**config.mk**
```make
export PLATFORM = sky130hd
export DESIGN_NAME = fft_stage_sequencer
export DESIGN_NICKNAME = d
export VERILOG_FILES = /design/src/rtl/fft_pkg.sv /design/src/rtl/fft_bfp_accumulator.sv /design/src/rtl/fft_stage_sequencer.sv
export SDC_FILE = /design/constraint.sdc
export NUM_CORES = 1
export LEC_CHECK = 0
export CAP_MARGIN = 10
export CORE_MARGIN = 1.5
export CORE_UTILIZATION = 54
export DETAILED_ROUTE_END_ITERATION = 8
export HOLD_SLACK_MARGIN = 0.12
export PLACE_DENSITY = 0.81
export SYNTH_ARGS = -nofsm -noshare
export SYNTH_HDL_FRONTEND = slang
export SYNTH_SLANG_ARGS = --single-unit
export TNS_END_PERCENT = 100
```
**constraint.sdc**
```tcl
create_clock -name clk -period 3.9 [get_ports clk]
set_clock_uncertainty 0.2 [all_clocks]
set_input_delay 1.17 -clock clk [delete_from_list [all_inputs] [get_ports clk]]
set_output_delay 1.17 -clock clk [all_outputs]
set_load 0.02 [all_outputs]
```
**src/rtl/fft_pkg.sv**
```systemverilog
// Shared types and helpers for the FFT stage sequencer.
//   state_e   : sequencer FSM states
//   CTRL_*    : bit positions inside the ictrl/octrl control field
//   stage_w() : width of the stage counter for a given log2 transform length
//   tw_index(): twiddle ROM index for butterfly j of stage s
package fft_pkg;

  typedef enum logic [2:0] {
    StIdle,
    StIssue,
    StDrain,
    StUpdate,
    StDone
  } state_e;

  localparam int unsigned CTRL_LAST_STAGE = 0;
  localparam int unsigned CTRL_LAST_FFT   = 1;

  function automatic int unsigned stage_w(input int unsigned n);
    return (n > 1) ? $clog2(n) : 1;
  endfunction

  // (j mod 2^s) << (n-1-s): stage 0 only uses W^0, the last stage walks every index.
  function automatic int unsigned tw_index(input int unsigned j, input int unsigned s,
                                           input int unsigned n);
    int unsigned mask;
    mask = (32'd1 << s) - 32'd1;
    return (j & mask) << (n - 1 - s);
  endfunction

endpackage

```
**src/rtl/fft_bfp_accumulator.sv**
```systemverilog
// Block-floating-point bookkeeping applied once per FFT stage.
// Ports:
//   clk, reset    : clock, asynchronous active-high reset
//   clear         : zero ibfp and the exponent (new transform accepted)
//   update        : capture width and accumulate its scaling shift
//   width         : post-stage max bit width from the butterfly detector
//   ibfp          : bit width applied to the current stage
//   bfp_exponent  : saturating sum of per-stage shifts
module fft_bfp_accumulator
  import fft_pkg::*;
#(
  parameter int unsigned FFT_DW            = 16,
  parameter int unsigned FFT_MAX_BIT_WIDTH = 5,
  parameter int unsigned EXP_W             = 6
) (
  input  logic                         clk,
  input  logic                         reset,
  input  logic                         clear,
  input  logic                         update,
  input  logic [FFT_MAX_BIT_WIDTH-1:0] width,
  output logic [FFT_MAX_BIT_WIDTH-1:0] ibfp,
  output logic [EXP_W-1:0]             bfp_exponent
);

  localparam logic [31:0] HEADROOM = 32'(FFT_DW - 2);
  localparam logic [31:0] EXP_MAX  = 32'((64'd1 << EXP_W) - 64'd1);

  logic [FFT_MAX_BIT_WIDTH-1:0] ibfp_q;
  logic [EXP_W-1:0]             exp_q, exp_d;
  logic [31:0]                  w_ext, shift, sum;

  // Anything above FFT_DW-2 bits must be shifted out before the next stage can grow.
  always_comb begin
    w_ext = 32'(width);
    shift = (w_ext > HEADROOM) ? (w_ext - HEADROOM) : 32'd0;
    sum   = 32'(exp_q) + shift;
    exp_d = (sum > EXP_MAX) ? EXP_W'(EXP_MAX) : EXP_W'(sum);
  end

  always_ff @(posedge clk or posedge reset) begin
    if (reset) begin
      ibfp_q <= '0;
      exp_q  <= '0;
    end else if (clear) begin
      ibfp_q <= '0;
      exp_q  <= '0;
    end else if (update) begin
      ibfp_q <= width;
      exp_q  <= exp_d;
    end
  end

  assign ibfp         = ibfp_q;
  assign bfp_exponent = exp_q;

endmodule

```
**src/rtl/fft_stage_sequencer.sv**
```systemverilog
// Stage sequencer for an in-place radix-2 FFT: issues one butterfly per cycle for every
// stage, waits for the butterfly core to drain, then updates block-floating-point state.
// Build option: define FFT_SEQ_WATCHDOG_EN to enable the DRAIN watchdog (error output).
// Ports:
//   clk, reset                     : clock, asynchronous active-high reset
//   start                          : begin a transform (sampled only in idle)
//   busy, done                     : activity flag, one-cycle end-of-transform pulse
//   iact, ictrl                    : butterfly issue strobe and last-of-stage/last-of-fft
//   input_memory_address           : butterfly index j
//   twiddle_addr                   : twiddle ROM index
//   stage                          : current stage s
//   bank_sel                       : ping-pong read bank (write bank is ~bank_sel)
//   clr_bfp                        : one-cycle clear for downstream BFP tracking
//   ibfp, bfp_exponent             : stage bit width and accumulated scaling
//   bt_oact, bt_octrl              : butterfly core output strobe/control
//   max_bit_width_after_butterfly  : detector result for the stage just drained
//   error                          : sticky drain watchdog flag
module fft_stage_sequencer
  import fft_pkg::*;
#(
  parameter int unsigned FFT_N             = 10,
  parameter int unsigned FFT_DW            = 16,
  parameter int unsigned FFT_MAX_BIT_WIDTH = 5,
  parameter int unsigned EXP_W             = 6,
  parameter int unsigned DRAIN_TIMEOUT     = 64
) (
  input  logic                           clk,
  input  logic                           reset,
  input  logic                           start,
  output logic                           busy,
  output logic                           done,
  output logic                           iact,
  output logic [1:0]                     ictrl,
  output logic [FFT_N-2:0]               input_memory_address,
  output logic [FFT_N-2:0]               twiddle_addr,
  output logic [stage_w(FFT_N)-1:0]      stage,
  output logic                           bank_sel,
  output logic                           clr_bfp,
  output logic [FFT_MAX_BIT_WIDTH-1:0]   ibfp,
  output logic [EXP_W-1:0]               bfp_exponent,
  input  logic                           bt_oact,
  input  logic [1:0]                     bt_octrl,
  input  logic [FFT_MAX_BIT_WIDTH-1:0]   max_bit_width_after_butterfly,
  output logic                           error
);

  localparam int unsigned          STAGE_W = stage_w(FFT_N);
  localparam int unsigned          J_W     = FFT_N - 1;
  localparam logic [J_W-1:0]       J_LAST  = '1;
  localparam logic [STAGE_W-1:0]   S_LAST  = STAGE_W'(FFT_N - 1);

  state_e             state_q, state_d;
  logic [J_W-1:0]     j_q, j_d, tw_q, tw_d;
  logic [STAGE_W-1:0] s_q, s_d;
  logic               bank_q, bank_d;
  logic               iact_q, busy_q, done_q, clr_q, clr_d;
  logic [1:0]         ictrl_q, ictrl_d;
  logic               accept, do_update, timeout, issue_d, last_d;

  always_comb begin
    state_d   = state_q;
    j_d       = j_q;
    s_d       = s_q;
    bank_d    = bank_q;
    clr_d     = 1'b0;
    accept    = 1'b0;
    do_update = 1'b0;
    unique case (state_q)
      StIdle: begin
        if (start) begin
          state_d = StIssue;
          j_d     = '0;
          s_d     = '0;
          bank_d  = 1'b0;
          clr_d   = 1'b1;
          accept  = 1'b1;
        end
      end
      StIssue: begin
        if (j_q == J_LAST) state_d = StDrain;
        else               j_d     = j_q + 1'b1;
      end
      StDrain: begin
        // The core's last-of-stage marker is the only proof the pipeline is empty.
        if (bt_oact && bt_octrl[CTRL_LAST_STAGE]) state_d = StUpdate;
        else if (timeout)                         state_d = StDone;
      end
      StUpdate: begin
        do_update = 1'b1;
        bank_d    = ~bank_q;
        clr_d     = 1'b1;
        if (s_q == S_LAST) begin
          state_d = StDone;
        end else begin
          state_d = StIssue;
          s_d     = s_q + 1'b1;
          j_d     = '0;
        end
      end
      StDone:  state_d = StIdle;
      default: state_d = StIdle;
    endcase
  end

  // Outputs are registered from next-state values so they line up with the state they describe.
  always_comb begin
    issue_d                  = (state_d == StIssue);
    last_d                   = issue_d && (j_d == J_LAST);
    ictrl_d                  = '0;
    ictrl_d[CTRL_LAST_STAGE] = last_d;
    ictrl_d[CTRL_LAST_FFT]   = last_d && (s_d == S_LAST);
    tw_d                     = issue_d ? J_W'(tw_index(32'(j_d), 32'(s_d), FFT_N)) : '0;
  end

  always_ff @(posedge clk or posedge reset) begin
    if (reset) begin
      state_q <= StIdle;
      j_q     <= '0;
      s_q     <= '0;
      bank_q  <= 1'b0;
      tw_q    <= '0;
      ictrl_q <= '0;
      iact_q  <= 1'b0;
      busy_q  <= 1'b0;
      done_q  <= 1'b0;
      clr_q   <= 1'b0;
    end else begin
      state_q <= state_d;
      j_q     <= j_d;
      s_q     <= s_d;
      bank_q  <= bank_d;
      tw_q    <= tw_d;
      ictrl_q <= ictrl_d;
      iact_q  <= issue_d;
      busy_q  <= (state_d != StIdle);
      done_q  <= (state_d == StDone);
      clr_q   <= clr_d;
    end
  end

`ifdef FFT_SEQ_WATCHDOG_EN
  localparam int unsigned WD_W = $clog2(DRAIN_TIMEOUT + 1);

  logic [WD_W-1:0] wd_q;
  logic            error_q;

  // wd_q counts DRAIN cycles already spent; the DRAIN_TIMEOUT-th cycle gives up.
  assign timeout = (state_q == StDrain) && (32'(wd_q) + 32'd1 >= DRAIN_TIMEOUT);

  always_ff @(posedge clk or posedge reset) begin
    if (reset) begin
      wd_q    <= '0;
      error_q <= 1'b0;
    end else begin
      wd_q <= (state_q == StDrain) ? wd_q + 1'b1 : '0;
      if (accept)                                         error_q <= 1'b0;
      else if (state_q == StDrain && state_d == StDone)   error_q <= 1'b1;
    end
  end

  assign error = error_q;
`else
  assign timeout = 1'b0;
  assign error   = 1'b0;
`endif

  logic unused_inputs;
  assign unused_inputs = ^{bt_octrl[CTRL_LAST_FFT], 32'(DRAIN_TIMEOUT)};

  fft_bfp_accumulator #(
    .FFT_DW            (FFT_DW),
    .FFT_MAX_BIT_WIDTH (FFT_MAX_BIT_WIDTH),
    .EXP_W             (EXP_W)
  ) u_bfp (
    .clk          (clk),
    .reset        (reset),
    .clear        (accept),
    .update       (do_update),
    .width        (max_bit_width_after_butterfly),
    .ibfp         (ibfp),
    .bfp_exponent (bfp_exponent)
  );

  assign busy                 = busy_q;
  assign done                 = done_q;
  assign iact                 = iact_q;
  assign ictrl                = ictrl_q;
  assign input_memory_address = j_q;
  assign twiddle_addr         = tw_q;
  assign stage                = s_q;
  assign bank_sel             = bank_q;
  assign clr_bfp              = clr_q;

endmodule

```
==> impl_metrics.ini <==
[setup_path]
worstPathMaxFanout = 6
r2r_cells = 9
critical_path_class = input port to flop
r2r-end = twiddle_addr[8]$_DFF_PP0_
cp_data_required_time_ns = 3.88
crit_path_end_kind = flop
start_kind = input port
r2r_start = state_q[1]$_DFF_PP0_
r2r_setup_slack_ns = 0.61
arrival_ns = 4.15

[synth]
avgSynthCellArea_um2 = 9.143
yosys_warnings = 0
ys_seq_area_share_pct = 35.45
synth-xor-area-share_pct = 1.443
syn_nets = 368
synth.area.mux_share_pct = 0
ys_types = 74
syn-cell-area_um2 = 3035
synth-compound-area-share_pct = 25.56
synth-seq-cells = 43
async_flop_share_pct = 100.0
synth_edf_count = 0
synthAdderAreaFrac_pct = 10.55
synth_top_family_by_area = compound AO/OA/AOI/OAI gates
synthSimpleGateAreaFrac_pct = 20.61
synth_flop_cell = dfrtp_1
netlist_instances = 332

[drt]
routed_wl_um = 8840
routedWlPerCell_um = 17.23
dr.pass1.iters = 4
ant_nets = 0
drc = 0
viasPerCell = 5.990
num_vias = 3073
drtIter0Drc = 147

[finish]
final_net_count = 476
final_common_cell = buf_4
final_cell_mix = buf_4, clkdlybuf4s50_1, dfrtp_1
area_delta_synth_final_pct = 43.90
diodes = 0
layout-drive-gt1-share_pct = 31.29

[placement]
dp_slack_ns = -0.7884
hpwl_um = 5768
port_buffers = 49
gp_congestion = 0.8500

[global_route]
antenna_found_initial = 0
grt.overflow.total = 0
grt_usage_pct = 29.59
grt_max_degree = 44
grt_pass1_vias = 3075
grt_pass1_wl_um = 14160

[timing]
slew_violations = 0
fin_hold_ws_ns = 0.3264
rsz0062_at_grt = yes
timing.final.ws_setup_ns = -0.2651
worst_pin_slew_ns = 0.8151
slew-limit-headroom_pct = 45.24
finalCriticalPeriod_ns = 4.165
fin_crit_sh_pct = 106.8
totalNegativeSetupSlack_ns = -1.557
hold_viol = 0
setup_viol = 6
max_freq_ghz = 0.2401

[die]
die_height_um = 77.98
die_area_um2 = 6080
std_cell_rows = 27
die_w_um = 77.98
ioPinCount = 52
core_um2 = 5473
start_util_pct = 55.46

[hold_path]
min_from = bank_sel$_DFFE_PP0P_
hold_path_class = flop to flop
hold_depth = 1
holdPathEnd = bank_sel$_DFFE_PP0P_

[clock_network]
htree_levels = 2
cts_tree = yes
cts_buffer_depth = 2
cts_hold_buf = 0
clkTransAtPathRegs_ns = 0.09
numCtsBuffers = 5
cts-root-buf = clkbuf_8
cts_sinks = 43
worst_skew_pair.late_latency_ns = 0.30

[run_status]
violations = setup timing
status = finished, violations left

[pwr]
peakVddDrop_mv = 0.1907
p_leak_nw = 1.965
p_per_area_nw_per_um2 = 202.9

[flow_run]
cap_viol_max_count = 0
==> state kept, by name, summed over array words and instances, names as in the netlist <==
register	flops
bank_sel	1
done	1
busy	1
u_bfp.ibfp	5
state_q	3
stage	4
clr_bfp	1
twiddle_addr	9
u_bfp.bfp_exponent	6
iact	1
ictrl	2
input_memory_address	9
==> where the power goes <==
group | leakage (nW) | internal, W | switching (W)
sequential | 0.520 | 0.000449 | 0.00000204
clock | 0.0581 | 0.000191 | 0.000154
combinational | 1.39 | 0.0000449 | 0.0000462
total | 1.96 | 0.000684 | 0.000202
==> worst max-delay path, cell delays in order <==
cell	delay [ns]
buf_6	0.09
buf_6	0.11
buf_6	0.12
a31oi_4	0.18
nor2_1	0.09
nand2_1	0.10
o21ai_2	0.09
ha_4	0.30
buf_4	0.13
o21ai_2	0.08
a21boi_2	0.22
buf_6	0.14
o311ai_4	0.10
ha_2	0.19
or4_4	0.43
nor3_4	0.18
o2111a_2	0.35
a21oi_2	0.08
==> kinds of logic (layout without fill, tap and decap cells) <==
group / after synthesis / in the layout
xor+xnor: 5 / 5
fa+ha+maj: 25 / 25
flops: 43 / 43
buf+inv: 38 / 147
simple gates: 114 / 114
other cells: 1 / 1
compound gates: 106 / 106
==> worst max path at each step <==
stage	start	to	slack, ns	cells past startpoint
4_1_cts	max_bit_width_after_butterfly[3]	u_bfp.bfp_exponent[5]$_DFFE_PP0N_	-0.04	16
2_1_floorplan	max_bit_width_after_butterfly[1]	u_bfp.bfp_exponent[0]$_DFFE_PP0N_	-0.09	14
3_5_place_dp	max_bit_width_after_butterfly[1]	u_bfp.bfp_exponent[1]$_DFFE_PP0N_	-0.79	15
6_report	max_bit_width_after_butterfly[1]	u_bfp.bfp_exponent[4]$_DFFE_PP0N_	-0.27	18
5_1_grt	max_bit_width_after_butterfly[4]	u_bfp.bfp_exponent[5]$_DFFE_PP0N_	-0.32	16
3_3_place_gp	max_bit_width_after_butterfly[1]	u_bfp.bfp_exponent[1]$_DFFE_PP0N_	-0.69	15
==> synthesized netlist by cell type (3+ instances only) <==
cell / number / area [um2]
or3_1: 4 / 25.02
xnor2_1: 3 / 26.28
o311ai_0: 3 / 26.28
ha_1: 24 / 300.3
nand4_1: 5 / 31.28
buf_6: 5 / 56.30
and3_1: 5 / 31.28
and2_1: 3 / 18.77
nor3_1: 6 / 30.03
a211oi_1: 10 / 75.07
a21o_1: 3 / 22.52
clkbuf_1: 4 / 15.01
nor2_1: 23 / 86.33
a31oi_1: 4 / 25.02
nand2_1: 35 / 131.4
dfrtp_1: 43 / 1076
o21ai_0: 15 / 75.07
inv_1: 23 / 86.33
o211ai_1: 4 / 30.03
a21oi_1: 33 / 165.2
nand3_1: 8 / 40.04
==> area by class of cell <==
cell class                      instances  area, um2
Fill cell                             331       1105
Clock buffer                            5      68.82
Sequential cell                        43       1076
Timing Repair Buffer                  115       1018
Clock inverter                          3      43.79
Inverter                               24      92.59
Tap cell                               72      90.09
Multi-Input combinational cell        251       1978
==> metrics by stage <==
step                std cells  utilization [%]  total power (W)  area [um2]
floorplan                 332                -        0.0004915        3069
global placement          492            72.11        0.0005280        3946
detailed placement        492            72.11        0.0005302        3946
CTS                       507            77.71        0.0008830        4253
global route              513            79.81        0.0009272        4368
finish                    513            79.81        0.0008864        4368
==> per-layer routing <==
layer	routed length (um)	GRT usage, %	up-vias
li1	-	-	1447
met1	3544	35.61	1491
met4	336	14.11	0
met2	4558	51.48	105
met3	400	4.588	30
met5	0	0	-
==> timing repair <==
action,4_1_cts,5_1_grt
pin swaps,25,16
setup buffers,7,6
setup endpoints to repair,8,8
resized for setup,56,11
No activity file was read; power rests on OpenSTA's default activity.
